`config.mk`:
```
export PLATFORM = sky130hd
export DESIGN_NAME = crossing_request_flat
export DESIGN_NICKNAME = d
export VERILOG_FILES = /design/src/rtl/crossing_request_if.sv /design/src/rtl/crossing_request.sv /design/src/flat_wrapper.sv
export SDC_FILE = /design/constraint.sdc
export NUM_CORES = 1
export LEC_CHECK = 0
export ABC_CLOCK_PERIOD_IN_PS = 2100
export BUFFER_PORTS_ARGS = -buffer_cell sky130_fd_sc_hd__buf_2
export CORE_MARGIN = 1.5
export CORE_UTILIZATION = 30
export CTS_BUF_LIST = sky130_fd_sc_hd__clkbuf_4
export DETAILED_ROUTE_END_ITERATION = 10
export SLEW_MARGIN = 20
export SYNTH_ARGS = -nofsm -noshare
export SYNTH_HDL_FRONTEND = slang
export SYNTH_SLANG_ARGS = --single-unit
```
`constraint.sdc`:
```
create_clock -name clock -period 2.1 [get_ports clock]
set_input_delay 0.105 -clock clock [delete_from_list [all_inputs] [get_ports clock]]
set_output_delay 0.105 -clock clock [all_outputs]
set_load 0.01 [all_outputs]
```
`src/rtl/crossing_request_if.sv`:
```
// ---------------------------------------------------------------------------
// crossing_request_if
// Signal bundle between the crossing pushbutton front end and its neighbours.
//   button       : raw pushbutton, active-high, asynchronous, may bounce
//   walk         : controller walk-phase indicator (lightseq bit 0)
//   start        : registered crossing request level to the controller
//   wait_lamp    : registered WAIT indicator
//   served_count : completed walk phases, saturating at 255
// The slave modport is the request stage; master is the surrounding system.
// ---------------------------------------------------------------------------
interface crossing_request_if;
  logic       button;
  logic       walk;
  logic       start;
  logic       wait_lamp;
  logic [7:0] served_count;

  modport master (
    output button,
    output walk,
    input  start,
    input  wait_lamp,
    input  served_count
  );

  modport slave (
    input  button,
    input  walk,
    output start,
    output wait_lamp,
    output served_count
  );
endinterface

```
`src/rtl/crossing_request.sv`:
```
// ---------------------------------------------------------------------------
// crossing_request
// Front-end request stage for the crossing controller. Synchronises and
// debounces the pushbutton, latches a press as a pending request, drives
// start until the walk phase begins, enforces a hold-off after each walk
// phase and counts completed crossings.
//   clock : system clock, rising edge
//   reset : asynchronous, active-high, clears every register
//   bus   : crossing_request_if.slave (button, walk in; start, wait_lamp,
//           served_count out)
// ---------------------------------------------------------------------------
module crossing_request #(
  parameter int unsigned DEBOUNCE_CYCLES = 4,
  parameter int unsigned HOLDOFF_CYCLES  = 8
) (
  input  logic               clock,
  input  logic               reset,
  crossing_request_if.slave  bus
);

  typedef enum logic [1:0] {
    IDLE    = 2'd0,
    PENDING = 2'd1,
    SERVING = 2'd2,
    HOLDOFF = 2'd3
  } state_t;

  localparam logic [7:0] DB_LAST   = 8'(DEBOUNCE_CYCLES - 1);
  localparam logic [7:0] HOLD_LOAD = 8'(HOLDOFF_CYCLES);

  function automatic logic [7:0] sat_inc(input logic [7:0] v);
    return (v == 8'hFF) ? v : v + 8'd1;
  endfunction

  logic       s1, s2;
  logic       db, db_d;
  logic [7:0] dcnt;
  logic       press;

  state_t     state, state_nxt;
  logic [7:0] hcnt, hcnt_nxt;
  logic       again, again_nxt;
  logic [7:0] served, served_nxt;

  // Synchroniser and debouncer: db only follows s2 after it has differed
  // for DEBOUNCE_CYCLES consecutive cycles.
  always_ff @(posedge clock or posedge reset) begin
    if (reset) begin
      s1   <= 1'b0;
      s2   <= 1'b0;
      db   <= 1'b0;
      db_d <= 1'b0;
      dcnt <= 8'd0;
    end else begin
      s1   <= bus.button;
      s2   <= s1;
      db_d <= db;
      if (s2 == db) begin
        dcnt <= 8'd0;
      end else if (dcnt == DB_LAST) begin
        db   <= ~db;
        dcnt <= 8'd0;
      end else begin
        dcnt <= dcnt + 8'd1;
      end
    end
  end

  // Rising edge of the debounced level only; releases are not requests.
  assign press = db & ~db_d;

  // Request FSM
  always_ff @(posedge clock or posedge reset) begin
    if (reset) begin
      state  <= IDLE;
      hcnt   <= 8'd0;
      again  <= 1'b0;
      served <= 8'd0;
    end else begin
      state  <= state_nxt;
      hcnt   <= hcnt_nxt;
      again  <= again_nxt;
      served <= served_nxt;
    end
  end

  always_comb begin
    state_nxt  = state;
    hcnt_nxt   = hcnt;
    again_nxt  = again;
    served_nxt = served;
    case (state)
      IDLE: begin
        // walk wins; a press in the same cycle is dropped
        if (bus.walk)   state_nxt = SERVING;
        else if (press) state_nxt = PENDING;
      end
      PENDING: begin
        if (bus.walk) state_nxt = SERVING;
      end
      SERVING: begin
        if (!bus.walk) begin
          state_nxt  = HOLDOFF;
          hcnt_nxt   = HOLD_LOAD;
          served_nxt = sat_inc(served);
        end
      end
      HOLDOFF: begin
        // A press landing on the exit cycle still counts as a request.
        if (hcnt == 8'd1) begin
          state_nxt = (again | press) ? PENDING : IDLE;
          again_nxt = 1'b0;
        end else begin
          hcnt_nxt  = hcnt - 8'd1;
          again_nxt = again | press;
        end
      end
      default: state_nxt = IDLE;
    endcase
  end

  // Outputs decode registered state only; no input reaches them directly.
  assign bus.start        = (state == PENDING);
  assign bus.wait_lamp    = (state == PENDING) | ((state == HOLDOFF) & again);
  assign bus.served_count = served;

endmodule

```
`src/flat_wrapper.sv`:
```
// flat-port wrapper written by rule: the top's interface ports become plain ports
module crossing_request_flat 
#(
  parameter int unsigned DEBOUNCE_CYCLES = 4,
  parameter int unsigned HOLDOFF_CYCLES  = 8
)
  (clock, reset, bus_button, bus_walk, bus_start, bus_wait_lamp, bus_served_count);
  crossing_request_if bus_i ();
  input  logic clock;
  input  logic reset;
  input wire logic [$bits(bus_i.button)-1:0] bus_button;
  input wire logic [$bits(bus_i.walk)-1:0] bus_walk;
  output wire logic [$bits(bus_i.start)-1:0] bus_start;
  output wire logic [$bits(bus_i.wait_lamp)-1:0] bus_wait_lamp;
  output wire logic [$bits(bus_i.served_count)-1:0] bus_served_count;
  assign bus_i.button = bus_button;
  assign bus_i.walk = bus_walk;
  assign bus_start = bus_i.start;
  assign bus_wait_lamp = bus_i.wait_lamp;
  assign bus_served_count = bus_i.served_count;
  crossing_request #(.DEBOUNCE_CYCLES(DEBOUNCE_CYCLES), .HOLDOFF_CYCLES(HOLDOFF_CYCLES)) u_core (.clock(clock), .reset(reset), .bus(bus_i));
endmodule
```
==> impl_metrics.py, run 1 <==
metrics = {
    "run_status": {
        "outcome": "completed",
    },
    "global_routing": {
        "grt_pass1_vias": 1223,
        "gr-usage-all-layers_pct": 11.8,
        "grt_pass1_wl_um": 5530,
        "antenna_found_initial": 0,
        "grt_max_degree": 32,
        "grt_overflow": 0,
    },
    "final_layout": {
        "drive_gt1_share_pct": 19.4,
        "nNetsFinal": 187,
        "final_cell_mix": "dfrtp_1, buf_2, nor2_1",
        "antenna_cells": 0,
        "syn2layout_area_growth_pct": 15.8,
        "fillCellCount": 531,
        "final_common_cell": "dfrtp_1",
    },
    "critical_path": {
        "critPathLaunchType": "register",
        "cp.arrival_ps": 2100,
        "end_kind": "register",
        "crit_required_ps": 2340,
        "crit_type": "register to register",
        "cp_max_fo": 8,
    },
    "synthesis": {
        "syn_area_um2": 1650,
        "synth-seq-cells": 31,
        "syn_area_per_cell_um2": 10.8,
        "yosysSeqAreaShare_pct": 47.1,
        "yosysWarnings": 0,
        "synth_enable_flop_cells": 0,
        "netlist_instances": 152,
        "synth.distinct_cells": 44,
        "ys.flop_type": "dfrtp_1",
        "async_reset_ff_share_pct": 100,
        "synth_nets": 165,
    },
    "sta": {
        "period_share_pct": 88.6,
        "setup_slack_ps": 239,
        "tightest_slew_ps": 540,
        "finClkSkew_ps": 11.1,
        "setup_violations": 0,
        "drv_slew": 0,
        "finalSetupTns_ps": 0,
        "slew_headroom_pct": 63.5,
        "whs_ps": 152,
        "rsz0062_at_grt": "false",
        "period_minus_slack_ps": 1860,
        "max_freq_mhz": 537,
        "finalHoldViolations": 0,
    },
    "floorplan": {
        "fp.dieH_um": 77.1,
        "die_area_um2": 5940,
        "core_area_um2": 5200,
        "rows": 26,
        "die_w_um": 77.1,
        "io_pins": 14,
        "start_util_pct": 31.6,
    },
    "clock_tree": {
        "clk_pin_slew_ps": 100,
        "cts-root-buf": "clkbuf_4",
        "clk_latency_ps": 350,
        "htree_levels": 2,
        "cts_tree": "built",
        "clkSinkCount": 31,
        "cts_buffer_depth": 2,
        "tritoncts.num_buffers": 5,
    },
    "hold_path": {
        "worst_hold_path_type": "primary input to register",
    },
    "placed_design": {
        "io_buffers": 13,
        "gp_congestion": 0.761,
        "dp_hpwl_um": 2140,
        "dp_slack_ps": 241,
    },
    "flow_run": {
        "maxCapViolCount": 0,
    },
    "route": {
        "drt.antenna.violating_nets": 0,
        "firstDrtPassIters": 4,
        "drc": 0,
        "drt_iter0_drc": 47,
        "routed_wl_um": 3010,
        "wl_per_cell_um": 12.3,
        "viasPerCell": 4.76,
        "num_vias": 1165,
    },
    "power_and_ir_drop": {
        "p_leak_nw": 0.867,
        "powerDensity_nw_per_um2": 1270,
        "ir_worst_vdd_mv": 0.430,
    },
}
==> final timing paths <==
kind / startpoint / endpoint / slack (ps) / cells past startpoint
max in group asynchronous: reset / u_core.state[1] / 1450 / 4
hold / removal: bus_walk / u_core.state[0] / 150 / 3
hold reg to reg: u_core.s1 / u_core.s2 / 390 / 0
setup / recovery: u_core.state[0] / u_core.bus.served_count[1] / 240 / 5
setup reg to reg: u_core.state[0] / u_core.bus.served_count[1] / 240 / 5
min in group asynchronous: reset / u_core.bus.served_count[3] / 350 / 4
==> stage by stage <==
stage	std cells	power, mW	instance area (um^2)	util (%)
floorplan	152	1.68	1650	-
global placement	235	1.93	1800	34.7
detailed placement	235	1.95	1800	34.7
CTS	245	2.45	1910	36.6
global route	245	2.63	1910	36.6
finish	245	2.42	1910	36.6
==> area by class of cell <==
class                      instances  area [um^2]  area share (%)
multi-input combinational        113          838            44.0
sequential                        31          776            40.7
timing repair buffer              17          100            5.25
tap                               70         87.6            4.60
clock inverter                     3         43.8            2.30
clock buffer                       5         37.5            1.97
inverter                           6         22.5            1.18
==> metal layers <==
layer,up-vias,GRT usage (%),share of wire (%)
met1,558,15.1,51
met3,8,2.86,2.6
met2,13,18.0,43
li1,586,-,-
met4,0,7.09,3.0
met5,-,0,0
==> flip-flops by register name, summed over array words and instances (netlist names) <==
name,flops
u_core.dcnt,8
u_core.bus.served_count,8
u_core.again,1
u_core.hcnt,8
u_core.s2,1
u_core.state,2
u_core.db,1
u_core.db_d,1
u_core.s1,1
==> cell families (layout without fill, tap and decap cells) <==
family,after synthesis,after routing,synth area share (%)
XOR/XNOR,14,14,7.45
multiplexers,5,5,3.19
adder cells (fa/ha/maj),9,9,6.84
buffers and inverters,8,31,1.90
AND/OR/NAND/NOR,58,58,21.1
flip-flops,31,31,47.1
AO/OA/AOI/OAI,27,27,12.3
==> repair_timing <==
action                    CTS  global route
hold endpoints to repair   32             0
setup buffers               0             0
hold buffers                2             0
gates resized for setup     0             0
==> cell usage after synthesis (2+ instances only) <==
library cell,number,area share [%]
dfrtp_1,31,47
mux2_2,2,1.4
or3_1,3,1.1
nand2b_1,4,1.5
a32o_1,2,1.2
nand3_1,8,2.4
a22o_2,2,1.2
mux2i_1,3,1.8
a21oi_1,7,2.1
xnor2_1,6,3.2
and3_1,5,1.9
xor2_1,8,4.3
nor2_1,11,2.5
nand4_1,3,1.1
nand2_1,8,1.8
nor2b_1,2,0.76
o21ai_0,7,2.1
ha_1,9,6.8
inv_1,6,1.4
==> critical path: stages (launching register included) <==
cell and delay (ps):
dfrtp_1 410, inv_1 130, ha_1 260, nand2b_1 230, a41oi_4 350, mux2_2 370
==> report_power, final <==
part / internal [mW] / switching (mW) / total [mW]
clock: 0.250 / 0.228 / 0.478
sequential: 0.772 / 0.209 / 0.980
combinational: 0.451 / 0.506 / 0.958
total: 1.47 / 0.943 / 2.42
(Power assumes the default switching activity.)
==> inputs of run 2 (changes only) <==
--- a/config.mk
+++ b/config.mk
@@ -5,12 +5,14 @@
 export SDC_FILE = /design/constraint.sdc
 export NUM_CORES = 1
 export LEC_CHECK = 0
-export ABC_CLOCK_PERIOD_IN_PS = 2100
+export ABC_CLOCK_PERIOD_IN_PS = 2380
 export BUFFER_PORTS_ARGS = -buffer_cell sky130_fd_sc_hd__buf_2
 export CORE_MARGIN = 1.5
 export CORE_UTILIZATION = 30
 export CTS_BUF_LIST = sky130_fd_sc_hd__clkbuf_4
 export DETAILED_ROUTE_END_ITERATION = 10
+export GPL_ROUTABILITY_DRIVEN = 1
+export REMOVE_ABC_BUFFERS = 1
 export SLEW_MARGIN = 20
 export SYNTH_ARGS = -nofsm -noshare
 export SYNTH_HDL_FRONTEND = slang
==> constraint.sdc (replaced) <==
create_clock -name clock -period 2.38 [get_ports clock]
set_input_delay 0.119 -clock clock [delete_from_list [all_inputs] [get_ports clock]]
set_output_delay 0.119 -clock clock [all_outputs]
set_load 0.01 [all_outputs]
==> run 2 against run 1 <==
  * Core utilization unchanged
  * Critical path type unchanged
  * Sequential power decreased by 12%
  * Total power down 12%
  * Die area did not move
  * Clock skew up 2.7 ps
  * Critical path depth unchanged
  * Sequential share of layout area unchanged
  * Non-clock buffer count is the same
  * Register-to-register slack better by 280 ps
  * Critical endpoint unchanged
  * Largest cell class unchanged
  * Combinational power shrank 12%
  * Routed wire length fell by 1.4%
  * Cell area is the same
==> impl_metrics.py, run 2 (synthesized netlist as in run 1, its figures left out) <==
metrics = {
    "run_status": {
        "outcome": "completed",
    },
    "sta": {
        "period_minus_slack_ps": 1860,
        "finalHoldViolations": 0,
        "rsz0062_at_grt": "false",
        "period_share_pct": 78.2,
        "slew_headroom_pct": 63.6,
        "finClkSkew_ps": 13.8,
        "drv_slew": 0,
        "tightest_slew_ps": 538,
        "setup_violations": 0,
        "max_freq_mhz": 537,
        "setup_slack_ps": 518,
        "finalSetupTns_ps": 0,
    },
    "global_routing": {
        "grt_overflow": 0,
        "grt_pass1_wl_um": 5190,
        "grt_pass1_vias": 1112,
        "antenna_found_initial": 0,
        "grt_max_degree": 32,
        "gr-usage-all-layers_pct": 11.1,
    },
    "floorplan": {
        "start_util_pct": 31.6,
        "fp.dieH_um": 77.1,
        "rows": 26,
        "die_w_um": 77.1,
        "core_area_um2": 5200,
        "io_pins": 14,
        "die_area_um2": 5940,
    },
    "final_layout": {
        "antenna_cells": 0,
        "final_common_cell": "dfrtp_1",
        "syn2layout_area_growth_pct": 15.8,
        "post-route-util_pct": 36.6,
        "drive_gt1_share_pct": 19.4,
        "nNetsFinal": 187,
        "final_cell_mix": "dfrtp_1, buf_2, nor2_1",
    },
    "critical_path": {
        "cp_max_fo": 8,
        "worstReg2RegEnd": "u_core.bus.served_count[1]",
        "crit_required_ps": 2610,
        "r2r-start": "u_core.state[0]",
        "end_kind": "register",
        "cp.arrival_ps": 2090,
        "crit_type": "register to register",
        "r2r_slack_ps": 520,
        "ff2ff_path_depth": 5,
        "critPathLaunchType": "register",
    },
    "route": {
        "drt_iter0_drc": 29,
        "viasPerCell": 4.78,
        "routed_wl_um": 2970,
        "num_vias": 1170,
        "drt.antenna.violating_nets": 0,
        "wl_per_cell_um": 12.1,
        "drc": 0,
        "firstDrtPassIters": 4,
    },
    "clock_tree": {
        "tritoncts.num_buffers": 5,
        "htree_levels": 2,
        "clk_pin_slew_ps": 100,
        "cts_tree": "built",
        "post_cts_resized": 0,
        "cts-root-buf": "clkbuf_4",
        "clkSinkCount": 31,
        "post_cts.repair.setup_buffers": 0,
        "clk_latency_ps": 340,
        "cts_buffer_depth": 2,
    },
    "placed_design": {
        "dp_slack_ps": 547,
        "io_buffers": 13,
        "gp_congestion": 0.767,
        "dp_hpwl_um": 2080,
    },
    "hold_path": {
        "whs_path_depth": 3,
        "worstHoldEndpoint": "u_core.state[0]",
        "worst_hold_path_type": "primary input to register",
        "hp-start": "bus_walk",
    },
    "power_and_ir_drop": {
        "powerDensity_nw_per_um2": 1110,
        "p_leak_nw": 0.867,
        "ir_worst_vdd_mv": 0.597,
    },
    "flow_run": {
        "maxCapViolCount": 0,
    },
}
run 2: cell counts in the layout (fill, tap and decap cells not counted):
No cell type changed its count.
run 2: worst max-delay path by stage:
stage	from	endpoint	slack, ps	depth (start not counted)
final	u_core.state[0]	u_core.bus.served_count[1]	520	5
after global routing	u_core.state[0]	u_core.hcnt[4]	370	6
after CTS	u_core.state[0]	u_core.hcnt[4]	500	6
after detailed placement	u_core.state[0]	u_core.bus.served_count[1]	550	5
after global placement	u_core.state[0]	u_core.bus.served_count[1]	580	5
after floorplan	u_core.bus.served_count[0]	u_core.bus.served_count[1]	700	4
run 2: repair_timing:
item | 4_1_cts | 5_1_grt
endpoints found under the hold margin | 32 | 0
hold buffers | 2 | 0
setup endpoints to repair | 0 | 0
run 2: worst max-delay path, cell delays in order, from the launching register on:
cell,delay [ps]
dfrtp_1,410
inv_1,140
ha_1,270
nand2b_1,230
a41oi_4,350
mux2_2,370
run 2: area by class of cell:
class,instances,area [um^2]
clock buffer,5,37.5
clock inverter,3,43.8
fill,550,3300
inverter,6,22.5
multi-input combinational,113,838
sequential,31,776
tap,70,87.6
timing repair buffer,17,100
run 2: power by group:
group | switching, mW | internal (mW)
Sequential | 0.183 | 0.681
Combinational | 0.444 | 0.396
Clock | 0.194 | 0.221
Total | 0.821 | 1.30
run 2: layer usage:
| layer | vias to the layer above | share of wire [%] | GRT usage, % |
|---|---|---|---|
| li1 | 589 | - | - |
| met1 | 562 | 50 | 15.1 |
| met2 | 15 | 45 | 16.2 |
| met3 | 4 | 3.5 | 3.69 |
| met4 | 0 | 1.6 | 4.36 |
| met5 | - | 0 | 0 |
run 2: through the flow:
step | total power, mW | instance area, um^2 | cells | hold slack [ps]
after CTS | 2.15 | 1910 | 245 | 153
final | 2.12 | 1910 | 245 | 166
after floorplan | 1.48 | 1640 | 150 | 150
after detailed placement | 1.71 | 1800 | 235 | 223
after global placement | 1.70 | 1800 | 235 | 221
after global routing | 2.31 | 1910 | 245 | 179
